[src/rtl/ls_wb_stage_pkg.sv]
// Shared types and opcode constants for the LS -> write-back boundary stage.
// Entry layout is fixed at the default 64-bit datapath / 32-bit instruction width.
package ls_wb_stage_pkg;

    localparam int WB_XLEN = 64;
    localparam int WB_ILEN = 32;

    // Major opcodes, instr[6:2]
    localparam logic [4:0] OPC_LOAD     = 5'b00000;
    localparam logic [4:0] OPC_OP_IMM   = 5'b00100;
    localparam logic [4:0] OPC_AUIPC    = 5'b00101;
    localparam logic [4:0] OPC_OP_IMM32 = 5'b00110;
    localparam logic [4:0] OPC_STORE    = 5'b01000;
    localparam logic [4:0] OPC_OP       = 5'b01100;
    localparam logic [4:0] OPC_LUI      = 5'b01101;
    localparam logic [4:0] OPC_OP32     = 5'b01110;
    localparam logic [4:0] OPC_BRANCH   = 5'b11000;
    localparam logic [4:0] OPC_JALR     = 5'b11001;
    localparam logic [4:0] OPC_JAL      = 5'b11011;
    localparam logic [4:0] OPC_SYSTEM   = 5'b11100;

    typedef enum logic [1:0] {
        EMPTY = 2'd0,
        ONE   = 2'd1,
        FULL  = 2'd2
    } state_e;

    typedef struct packed {
        logic [WB_XLEN-1:0] pc;
        logic [WB_ILEN-1:0] instr;
        logic [4:0]         rd;
        logic               wen;
        logic [WB_XLEN-1:0] data;
    } wb_entry_t;

    function automatic logic opc_writes_rd(input logic [4:0] opc);
        return opc inside {OPC_LOAD, OPC_OP, OPC_OP_IMM, OPC_OP32, OPC_OP_IMM32,
                           OPC_LUI, OPC_AUIPC, OPC_JAL, OPC_JALR};
    endfunction

endpackage

[src/rtl/ls_wb_stage_wb_dec.sv]
// Write-back decode: register write enable, destination and the selected result
// (load data, link address or ALU result) for one retiring instruction.
module ls_wb_stage_wb_dec
    import ls_wb_stage_pkg::*;
#(
    parameter int XLEN = WB_XLEN
) (
    input  logic [4:0]      opcode_i,
    input  logic [4:0]      rd_i,
    input  logic [XLEN-1:0] pc_i,
    input  logic [XLEN-1:0] alures_i,
    input  logic [XLEN-1:0] ls_res_i,
    output logic            wen_o,
    output logic [4:0]      rd_o,
    output logic [XLEN-1:0] data_o
);

    // NOTE: every output gets a default before the case so no latch can be inferred.
    always_comb begin
        wen_o  = opc_writes_rd(opcode_i) && (rd_i != 5'd0);
        rd_o   = rd_i;
        data_o = alures_i;
        case (opcode_i)
            OPC_LOAD:          data_o = ls_res_i;
            OPC_JAL, OPC_JALR: data_o = pc_i + XLEN'(4);
            default:           data_o = alures_i;
        endcase
    end

endmodule

[src/rtl/ls_wb_stage.sv]
// Two-entry skid buffer between the load/store stage and register write-back,
// with forwarding lookup into both held entries and a retire counter.
module ls_wb_stage
    import ls_wb_stage_pkg::*;
#(
    parameter int XLEN = WB_XLEN,
    parameter int ILEN = WB_ILEN
) (
    input  logic            clk,
    input  logic            rst_n,
    input  logic            flush_i,
    input  logic            in_valid_i,
    output logic            in_ready_o,
    input  logic [XLEN-1:0] pc_i,
    input  logic [ILEN-1:0] instr_i,
    input  logic [XLEN-1:0] alures_i,
    input  logic [XLEN-1:0] ls_res_i,
    output logic            out_valid_o,
    input  logic            out_ready_i,
    output logic [XLEN-1:0] wb_pc_o,
    output logic [ILEN-1:0] wb_instr_o,
    output logic            wb_wen_o,
    output logic [4:0]      wb_rd_o,
    output logic [XLEN-1:0] wb_data_o,
    input  logic [4:0]      fwd_rs_i,
    output logic            fwd_hit_o,
    output logic [XLEN-1:0] fwd_data_o,
    output logic [63:0]     retire_cnt_o
);

    state_e    state_q, state_d;
    wb_entry_t main_q, main_d;
    wb_entry_t skid_q, skid_d;
    logic [63:0] retire_q, retire_d;
    wb_entry_t in_entry;
    logic in_fire, out_fire;

    ls_wb_stage_wb_dec #(.XLEN(XLEN)) u_wb_dec (
        .opcode_i (instr_i[6:2]),
        .rd_i     (instr_i[11:7]),
        .pc_i     (pc_i),
        .alures_i (alures_i),
        .ls_res_i (ls_res_i),
        .wen_o    (in_entry.wen),
        .rd_o     (in_entry.rd),
        .data_o   (in_entry.data)
    );

    assign in_entry.pc    = pc_i;
    assign in_entry.instr = instr_i;

    // Ready depends only on registered state, so write-back stall never reaches LS combinationally.
    assign in_ready_o  = (state_q != FULL);
    assign out_valid_o = (state_q != EMPTY);
    assign in_fire     = in_valid_i & in_ready_o;
    assign out_fire    = out_valid_o & out_ready_i;

    always_comb begin
        state_d  = state_q;
        main_d   = main_q;
        skid_d   = skid_q;
        retire_d = retire_q + {63'd0, out_fire};
        case (state_q)
            EMPTY: begin
                if (in_fire) begin
                    main_d  = in_entry;
                    state_d = ONE;
                end
            end
            ONE: begin
                if (in_fire && out_fire) begin
                    main_d = in_entry;
                end else if (in_fire) begin
                    skid_d  = in_entry;
                    state_d = FULL;
                end else if (out_fire) begin
                    state_d = EMPTY;
                end
            end
            FULL: begin
                if (out_fire) begin
                    main_d  = skid_q;
                    state_d = ONE;
                end
            end
            default: state_d = EMPTY;
        endcase
        // Flush only invalidates; stale entry contents are masked by the state.
        if (flush_i) begin
            state_d = EMPTY;
        end
    end

    // NOTE: state uses non-blocking assignments; the entry storage is reset too because wb_* must read 0 out of reset.
    always_ff @(posedge clk or negedge rst_n) begin
        if (!rst_n) begin
            state_q  <= EMPTY;
            main_q   <= '0;
            skid_q   <= '0;
            retire_q <= '0;
        end else begin
            state_q  <= state_d;
            main_q   <= main_d;
            skid_q   <= skid_d;
            retire_q <= retire_d;
        end
    end

    assign wb_pc_o      = main_q.pc;
    assign wb_instr_o   = main_q.instr;
    assign wb_wen_o     = main_q.wen;
    assign wb_rd_o      = main_q.rd;
    assign wb_data_o    = main_q.data;
    assign retire_cnt_o = retire_q;

    // Skid holds the younger instruction, so its value wins on a double hit.
    always_comb begin
        fwd_hit_o  = 1'b0;
        fwd_data_o = '0;
        if (fwd_rs_i != 5'd0) begin
            if (state_q == FULL && skid_q.wen && skid_q.rd == fwd_rs_i) begin
                fwd_hit_o  = 1'b1;
                fwd_data_o = skid_q.data;
            end else if (state_q != EMPTY && main_q.wen && main_q.rd == fwd_rs_i) begin
                fwd_hit_o  = 1'b1;
                fwd_data_o = main_q.data;
            end
        end
    end

endmodule

[config.mk]
export PLATFORM = sky130hd
export DESIGN_NAME = ls_wb_stage
export DESIGN_NICKNAME = d
export VERILOG_FILES = /design/src/rtl/ls_wb_stage_pkg.sv /design/src/rtl/ls_wb_stage_wb_dec.sv /design/src/rtl/ls_wb_stage.sv
export SDC_FILE = /design/constraint.sdc
export NUM_CORES = 1
export LEC_CHECK = 0
export CAP_MARGIN = 20
export CORE_MARGIN = 5
export CORE_UTILIZATION = 35
export DETAILED_ROUTE_END_ITERATION = 8
export PLACE_DENSITY_LB_ADDON = 0.2
export RECOVER_POWER = 50
export SYNTH_ARGS = -nofsm -noshare
export SYNTH_HDL_FRONTEND = slang
export SYNTH_SLANG_ARGS = --single-unit
[constraint.sdc]
create_clock -name clk -period 4.45 [get_ports clk]
set_input_delay 0.89 -clock clk [delete_from_list [all_inputs] [get_ports clk]]
set_output_delay 0.89 -clock clk [all_outputs]
set_load 0.01 [all_outputs]
=== Yosys cells after proc, flatten, opt, wreduce, memory -nomap -nowiden ===
Index checks and enable logic that the tools add are counted.
Widths: inputs -> output; s select.

* Bits in registers: 398
* Input port bits: 234
* Output and inout port bits: 297
* Word-level logic and storage cells: 72

* Add/subtract/negate cells: 2
* Equal/unequal tests: 20
* Muxes and demuxes: 18
* Bitwise logic cells: 3
* Reductions and logical operators: 17

{| class="wikitable"
|+ Operators by type and width
! cell !! number
|-
| $mux 166 || 3
|-
| $pmux 166 s3 || 1
|-
| $mux 64 || 3
|-
| $pmux 64 s2 || 1
|-
| $add 64x1->64 || 1
|-
| $add 64x3->64 const B || 1
|-
| $eq 5x3->1 const B || 3
|-
| $eq 5x4->1 const B || 3
|-
| $mux 2 || 6
|-
| $eq 5x5->1 || 2
|-
| $eq 5x5->1 const B || 2
|-
| $reduce_bool 5->1 || 2
|-
| $ne 3x3->1 const B || 3
|-
| $reduce_bool 9->1 || 1
|-
| $ne 2x2->1 const B || 4
|-
| $reduce_and 4->1 || 2
|-
| $logic_and 1x1->1 || 6
|-
| $pmux 2 s3 || 1
|-
| $logic_not 5->1 || 1
|-
| $ne 4x4->1 const B || 1
|-
| $mux 1 || 3
|-
| $reduce_and 3->1 || 1
|-
| $reduce_bool 3->1 || 1
|-
| $and 1x1->1 || 2
|-
| other kinds (6) || 6
|}

=== Depth between registers and ports, before layout ===
Gate-level depths: netlist (run 1).

* Depth after elaboration: 7
* Mapped depth: 11
* Depth with buffers taken out: 10

=== By module ===
From an unflattened synthesis (run 1), not the netlist that was laid out.

* Cells, all modules: 2169
* Area total of the unflattened synthesis: 20479.6 sq um

{| class="wikitable"
|+ Modules (own cells, without submodules)
! module !! instances !! cells an instance !! area an instance (sq um) !! seq. area each (sq um)
|-
| ls_wb_stage || 1 || 1702 || 17635.7 || 9959.6
|-
| ls_wb_stage_wb_dec || 1 || 467 || 2844.0 || 0.0
|}

=== Least setup slack after synthesis (run 1) ===
Ideal clock, no wire load.

* Path kind: input -> output
* Start: in fwd_rs_i[3]
* End: out fwd_data_o[10]
* Data arrival time: 2.302 ns
* Required time: 3.560 ns
* Setup slack: 1.258 ns
* Cell stages on the path: 7
* Buffers on the path: 2
* Path through: xnor2_1 -> nand4_1 -> or3_1 -> buf_2 -> buf_1 -> mux2i_1 -> nor2_1

* Cells in the longest elaborated chain, start to end: 5
* Elaborated cells between the ends (all ways): 8
* Those cells by class: 2 x eq/ne; 3 x mux; 3 x reduce/logical

{| class="wikitable"
|+ RTL lines
! item !! RTL line !! source
|-
| start, declared || ls_wb_stage.sv:25 || <nowiki>input logic [4:0] fwd_rs_i,</nowiki>
|-
| $eq 5x5->1 || ls_wb_stage.sv:124 || <nowiki>end else if (state_q != EMPTY && main_q.wen && main_q.rd == fwd_rs_i) begin</nowiki>
|-
| $logic_and 1x1->1 || ls_wb_stage.sv:124 ||
|-
| $mux 64 || ls_wb_stage.sv:124 ||
|-
| $mux 64 || ls_wb_stage.sv:121 || <nowiki>if (state_q == FULL && skid_q.wen && skid_q.rd == fwd_rs_i) begin</nowiki>
|-
| $mux 64 (*) || ls_wb_stage.sv:120 || <nowiki>if (fwd_rs_i != 5'd0) begin</nowiki>
|-
| end, declared || ls_wb_stage.sv:27 || <nowiki>output logic [XLEN-1:0] fwd_data_o,</nowiki>
|}

Every way passes the cells marked *; elsewhere a longest branch is shown, timed or not.

=== Worst setup path after layout (run 1) ===
* Start: in fwd_rs_i[4]
* End: out fwd_data_o[41]

The elaborated chain is that of the path after synthesis.

==> qor.csv, run 1 <==
stage,metric,value,unit
power_and_ir_drop,p_total,0.01046,W
yosys,syn_inst,2338,
yosys,synth_cell_types,68,
sta,tightest_slew,2.642,ns
yosys,avgSynthCellArea,8.531,um2
route,drt-vias-per-instance,5.420,
layout,fin_area,27610,um2
worst_setup_path,critPathRequiredTime,3.56,ns
clocking,cts-hold-fix-buffers,0,
clocking,cts_tree,built,
layout,multi_input_area,9535,um2
floorplan,die_w,248.7,um
flow_run,max-cap-violations,4,
sta,setup-tns-final,0,ns
power_and_ir_drop,power.density,378.8,nW/um2
yosys,ys_ff_latch,388,
run_status,status,"complete, but fails checks",
worst_setup_path,worst_path_most_repeated_cell,clkdlybuf4s50_1,
clocking,post_cts_buffers,0,
yosys,ys_seq_area_share,48.68,%
global_routing,grt_remaining_overflow,0,
route,vias,19520,
min_path,min_path_cells,2,
yosys,synth_largest_area_cell,dfrtp_1,
worst_setup_path,worstSetupStartpointType,input port,
clocking,worstSkewPairLatency,0.59,ns
sta,slew_headroom,-76.12,%
placed_design,port_buffers,530,
layout,final_common_cell,nand2_1,
placed_design,dp_hpwl,58750,um
sta,setup_viol,0,
floorplan,start_util,35.37,%
route,ant_nets,0,
floorplan,die-area,61860,um2
yosys,synthTopCellsByArea,"dfrtp_1, nand2_1, nor2_1",
clocking,htree_levels,2,
placed_design,place_congestion,0.9172,
run_status,violations,"max-capacitance violations, max-slew violations",
clocking,clock_tree.buffer_depth,3,
min_path,worstHoldStart,skid_q[101]$_DFFE_PN0P_,
yosys,syn_area,19950,um2
sta,skew,0.01930,ns
sta,hold_viol_final,0,
min_path,whs_endpoint,skid_q[101]$_DFFE_PN0P_,
placed_design,dpl_cell_area,26220,um2
yosys,yosysTopAreaCellShare,48.68,%
sta,fin_crit,4.254,ns
global_routing,grt_start_max_net_pins,128,
worst_setup_path,regToRegSetupSlack,1.13,ns
worst_setup_path,reg2reg_to,skid_q[57]$_DFFE_PN0P_,
layout,final_nets,3045,
worst_setup_path,crit_type,in2out,
layout,layout_common_cells,"nand2_1, clkdlybuf4s50_1, dfrtp_1",
floorplan,fp.dieH,248.7,um
layout,syn_to_final_growth,38.43,%
placed_design,dp.cells,3517,
layout,seq_area,9709,um2
worst_setup_path,cp-end-kind,output port,
clocking,cts_buffers,45,
layout,fill_cells,5409,
sta,fmax,235.1,MHz
global_routing,grt_usage,25.14,%
worst_setup_path,critPathArrivalTime,3.36,ns
worst_setup_path,path_cells,clkdlybuf4s50_1 -> xnor2_1 -> nand4_1 -> or3_4 -> o31ai_1 -> o21ai_4 -> buf_4 -> nor2_1 -> clkdlybuf4s50_1,
power_and_ir_drop,p_leak,12.03,nW
worst_setup_path,r2r_start,state_q[0]$_DFFE_PN0P_,
clocking,clk_pin_slew,0.06,ns
global_routing,grt_pass1_wl,123000,um
global_routing,grt_pass1_vias,19170,
floorplan,io_pins,531,
route,dr.pass1.iters,6,
yosys,ys_warn_count,0,
clocking,ctsResizeCount,0,
yosys,synth_enable_flop_cells,0,
worst_setup_path,critPathMaxFanout,35,
worst_setup_path,critPathMaxStageDelay,0.56,ns
route,finalWirelength,81180,um
yosys,syn-num-nets,2575,
floorplan,core,56390,um2
layout,stdcell_count,3601,
min_path,hp-class,reg2reg,
route,drc,0,
clocking,root_buffer,clkbuf_16,
floorplan,num_rows,87,
sta,maxSlewViolCount,311,
global_routing,antenna_found_initial,7,
route,wire_per_inst,22.54,um
sta,rsz0062_at_grt,no,
power_and_ir_drop,vdd_drop_max,0.2764,mV
yosys,ys.flop_type,dfrtp_1,
yosys,async_flop_share,100.0,%
route,drtIter0Drc,1706,
worst_setup_path,slowest_stage,clkdlybuf4s50_1,
sta,period_share,95.59,%
layout,drive_gt1_share,5.913,%
worst_setup_path,r2r_cells,4,
clocking,cts.sink_count,388,
sequential cells by signal, indices dropped and copies added (netlist names):
register	cells
state_q	2
skid_q	161
retire_cnt_o	64
wb_wen_o	1
wb_data_o	64
wb_instr_o	32
wb_pc_o	64
metal layers:
metal	vias up	wire length, um	global-route usage [%]	share of wire [%]
met4	6	2190	6.606	2.7
li1	9008	-	-	-
met2	778	38770	41.82	48
met5	-	43	0	0.053
met1	9615	33900	33.20	42
met3	111	6281	5.930	7.7
power breakdown:
part / internal [W] / switching, W
Clock: 0.00212 / 0.00156
Combinational: 0.00103 / 0.00110
Sequential: 0.00415 / 0.000502
Total: 0.00730 / 0.00316
synthesized netlist by cell type, drive strengths merged (4+ instances only):
cell      n
o21ai   122
and2     15
o22ai     7
dfrtp   388
nor2b     7
inv      15
o31a      9
a21oi    64
and4     14
xor2     27
nand3    58
a221oi   12
nand4    47
or4       4
o211ai    7
xnor2    77
a211oi    7
buf      35
mux2i    80
o21bai    4
or3      34
nor4     31
nand2   631
a222oi   12
nand2b    5
clkbuf  140
nor3     28
nor2    232
a21o     10
a31oi   133
and3     40
how the worst max path moves through the flow:
stage	cells after the start	start	end	slack, ns
global route	9	fwd_rs_i[4]	fwd_data_o[41]	0.08
floorplan	7	fwd_rs_i[3]	fwd_data_o[10]	1.26
CTS	9	fwd_rs_i[4]	fwd_data_o[41]	0.18
global placement	9	fwd_rs_i[2]	fwd_data_o[35]	0.23
detailed placement	9	fwd_rs_i[4]	fwd_data_o[41]	0.18
finish	9	fwd_rs_i[4]	fwd_data_o[41]	0.20
through the flow:
step / setup slack [ns] / hold WS [ns] / utilization (%)
after floorplan: 1.258 / 0.4455 / -
after global placement: 0.2251 / 0.4568 / 46.49
after detailed placement: 0.1817 / 0.4616 / 46.49
after CTS: 0.1800 / 0.3491 / 49.07
after global routing: 0.07548 / 0.4854 / 48.97
final: 0.1962 / 0.4714 / 48.97
cell type report:
type,instances,area share [%]
clock inverters,16,0.6797
inverters,17,0.2492
diodes,4,0.03625
multi-input cells,1758,34.54
well taps,756,3.426
flip-flops and latches,388,35.17
clock buffers,64,4.591
repair buffers,598,21.32
worst max-delay path, delay by kind of cell:
kind	cells	cell delay [ns]
AO/OA/AOI/OAI	2	0.22
XOR/XNOR	1	0.13
buffers and inverters	3	1.35
AND/OR/NAND/NOR	3	0.72
cells by family (layout without fill, tap and decap cells):
kind of cell	Yosys count	in the layout	synth area share (%)
AND/OR/NAND/NOR	1154	1154	25.59
multiplexers	82	82	4.128
buffers and inverters	192	695	4.002
other	0	4	0
flip-flops	388	388	48.68
AO/OA/AOI/OAI	415	415	12.85
XOR/XNOR	104	104	4.567
adder cells (fa/ha/maj)	3	3	0.1882
Power figures use the tool's default switching activity.
==> run 2, diff against run 1 <==
Settings changed: ABC_AREA set to 0.
Clock period 4.45 ns to 4.37 ns, I/O delays scaled along.
==> qor.csv, run 2 (same netlist as run 1, synthesis figures left out) <==
stage,metric,value,unit,change
run_status,status,"complete, but fails checks",,
run_status,violations,"max-capacitance violations, max-slew violations",,
power_and_ir_drop,power.density,384.7,nW/um2,+1.6%
clocking,cts_buffers,45,,unchanged
layout,fill_cells,5371,,-0.70%
placed_design,place_congestion,0.8926,,-2.7%
global_routing,grt_usage,25.23,%,+0.096 points
sta,tightest_slew,2.296,ns,-0.3461 ns
clocking,htree_levels,2,,unchanged
layout,multi_input_area,9528,um2,about the same
layout,seq_area,9709,um2,unchanged
min_path,hp-class,reg2reg,,
sta,whs,0.4743,ns,+0.002855 ns
floorplan,die_w,248.7,um,unchanged
worst_setup_path,worstSetupStartpointType,input port,,
clocking,root_buffer,clkbuf_16,,
global_routing,grt_pass1_vias,19100,,-0.36%
sta,rsz0062_at_grt,no,,
route,vias,19580,,+0.32%
sta,setup_viol,0,,unchanged
route,drt-vias-per-instance,5.453,,+0.60%
route,wire_per_inst,22.78,um,+1.1%
floorplan,fp.dieH,248.7,um,unchanged
global_routing,antenna_found_initial,5,,-2
flow_run,max-cap-violations,2,,-2
sta,fmax,238.3,MHz,
sta,period_share,96.01,%,
global_routing,grt_start_max_net_pins,127,,-0.78%
placed_design,port_buffers,530,,unchanged
route,drc,0,,unchanged
sta,slew_headroom,-53.05,%,+23 points
floorplan,start_util,35.37,%,unchanged
worst_setup_path,crit_family,buffers and inverters,,
worst_setup_path,critPathRequiredTime,3.50,ns,-0.06 ns
clocking,cts_tree,built,,
layout,drive_gt1_share,5.793,%,-0.12 points
global_routing,grt_pass1_wl,123400,um,+0.38%
worst_setup_path,crit_type,in2out,,
layout,final_nets,3039,,-0.20%
worst_setup_path,path_buf_inv,4,,+1
layout,largest_reg_flops,161,,unchanged
worst_setup_path,cp-end-kind,output port,,
sta,maxSlewViolCount,131,,-58%
worst_setup_path,critPathMaxFanout,30,,-14%
placed_design,dpl_cell_area,26170,um2,-0.17%
sta,hold_viol_final,0,,unchanged
global_routing,grt_remaining_overflow,0,,unchanged
power_and_ir_drop,p_leak,12.05,nW,+0.18%
clocking,worstSkewPairLatency,0.58,ns,about the same
layout,syn_to_final_growth,38.31,%,about the same
worst_setup_path,path_cells,clkdlybuf4s50_1 -> buf_4 -> xnor2_1 -> nand4_1 -> o31ai_1 -> o21ai_4 -> buf_4 -> nor2_1 -> clkdlybuf4s50_1,,
clocking,ctsResizeCount,0,,unchanged
clocking,post_cts_buffers,0,,unchanged
sta,fin_crit,4.196,ns,
floorplan,num_rows,87,,unchanged
worst_setup_path,slowest_stage,clkdlybuf4s50_1,,
placed_design,dp_hpwl,58230,um,-0.88%
layout,fin_area,27590,um2,about the same
route,ant_nets,0,,unchanged
layout,stdcell_count,3591,,-0.28%
floorplan,die-area,61860,um2,unchanged
clocking,cts-hold-fix-buffers,0,,unchanged
sta,setup-tns-final,0,ns,unchanged
sta,skew,0.007553,ns,-0.01174 ns
worst_setup_path,regToRegSetupSlack,1.07,ns,-0.06 ns
floorplan,io_pins,531,,unchanged
route,drtIter0Drc,1632,,-4.3%
route,dr.pass1.iters,6,,unchanged
layout,final_common_cell,nand2_1,,
clocking,cts.sink_count,388,,unchanged
power_and_ir_drop,p_total,0.01061,W,+1.5%
placed_design,dp.cells,3511,,-0.17%
layout,layout_common_cells,"nand2_1, clkdlybuf4s50_1, dfrtp_1",,
power_and_ir_drop,vdd_drop_max,0.2779,mV,+0.55%
layout,regMostFlops,skid_q,,
worst_setup_path,critPathMaxStageDelay,0.56,ns,about the same
clocking,clk_pin_slew,0.06,ns,about the same
clocking,clock_tree.buffer_depth,3,,unchanged
route,finalWirelength,81820,um,+0.78%
floorplan,core,56390,um2,unchanged
worst_setup_path,critPathArrivalTime,3.32,ns,-0.04 ns
## run 2: changes by cell type in the layout (fill, tap and decap cells not counted), sizes merged
| cell | change |
|---|---|
| bufinv | -1 |
| clkinv | -4 |
| clkinvlp | -1 |
| inv | -1 |
| clkbuf | -1 |
| buf | -2 |
| clkdlybuf4s50 | -56 |
| dlygate4sd3 | +56 |
## run 2: per-layer routing
layer / global-route usage (%) / share of wire [%] / wire length (um) / vias to the layer above
met3: 6.463 / 7.9 / 6454 / 108
met2: 41.79 / 48 / 39510 / 819
met5: 0 / 0.016 / 13 / -
met4: 6.590 / 2.4 / 1956 / 2
met1: 33.18 / 41 / 33890 / 9649
li1: - / - / - / 9003
## run 2: worst paths after layout
| path | startpoint | endpoint | depth (start not counted) |
|---|---|---|---|
| worst min-delay path | skid_q[75]$_DFFE_PN0P_ | skid_q[75]$_DFFE_PN0P_ | 2 |
| worst min register to register | skid_q[75]$_DFFE_PN0P_ | skid_q[75]$_DFFE_PN0P_ | 2 |
| max in group asynchronous | rst_n | wb_pc_o[28]$_DFFE_PN0P_ | 3 |
| worst max register to register | state_q[0]$_DFFE_PN0P_ | skid_q[4]$_DFFE_PN0P_ | 5 |
| worst max-delay path | fwd_rs_i[0] | fwd_data_o[15] | 9 |
| min in group asynchronous | rst_n | wb_data_o[47]$_DFFE_PN0P_ | 1 |
## run 2: layout make-up
cell class,instances,area share [%]
timing repair buffer,592,21.31
clock inverter,9,0.3492
tap,756,3.429
inverter,17,0.2495
sequential,388,35.20
multi-input combinational,1758,34.54
clock buffer,67,4.889
antenna,4,0.03628
## run 2: worst min-delay path, cell delays in order, from the launching register on
cell and delay, ns:
dfrtp_1 0.34, nand2_1 0.05, nand2_1 0.06
## run 2: per-stage QoR
step | utilization (%) | worst slack (ns)
finish | 48.92 | 0.1743
global route | 48.92 | 0.02299
detailed placement | 46.41 | 0.1528
floorplan | - | 1.210
global placement | 46.41 | 0.1806
CTS | 48.97 | 0.1367
## run 2: where the power goes
part | leakage (nW) | internal, W | switching, W
sequential | 4.72 | 0.00422 | 0.000513
clock | 0.717 | 0.00218 | 0.00154
combinational | 6.61 | 0.00103 | 0.00112
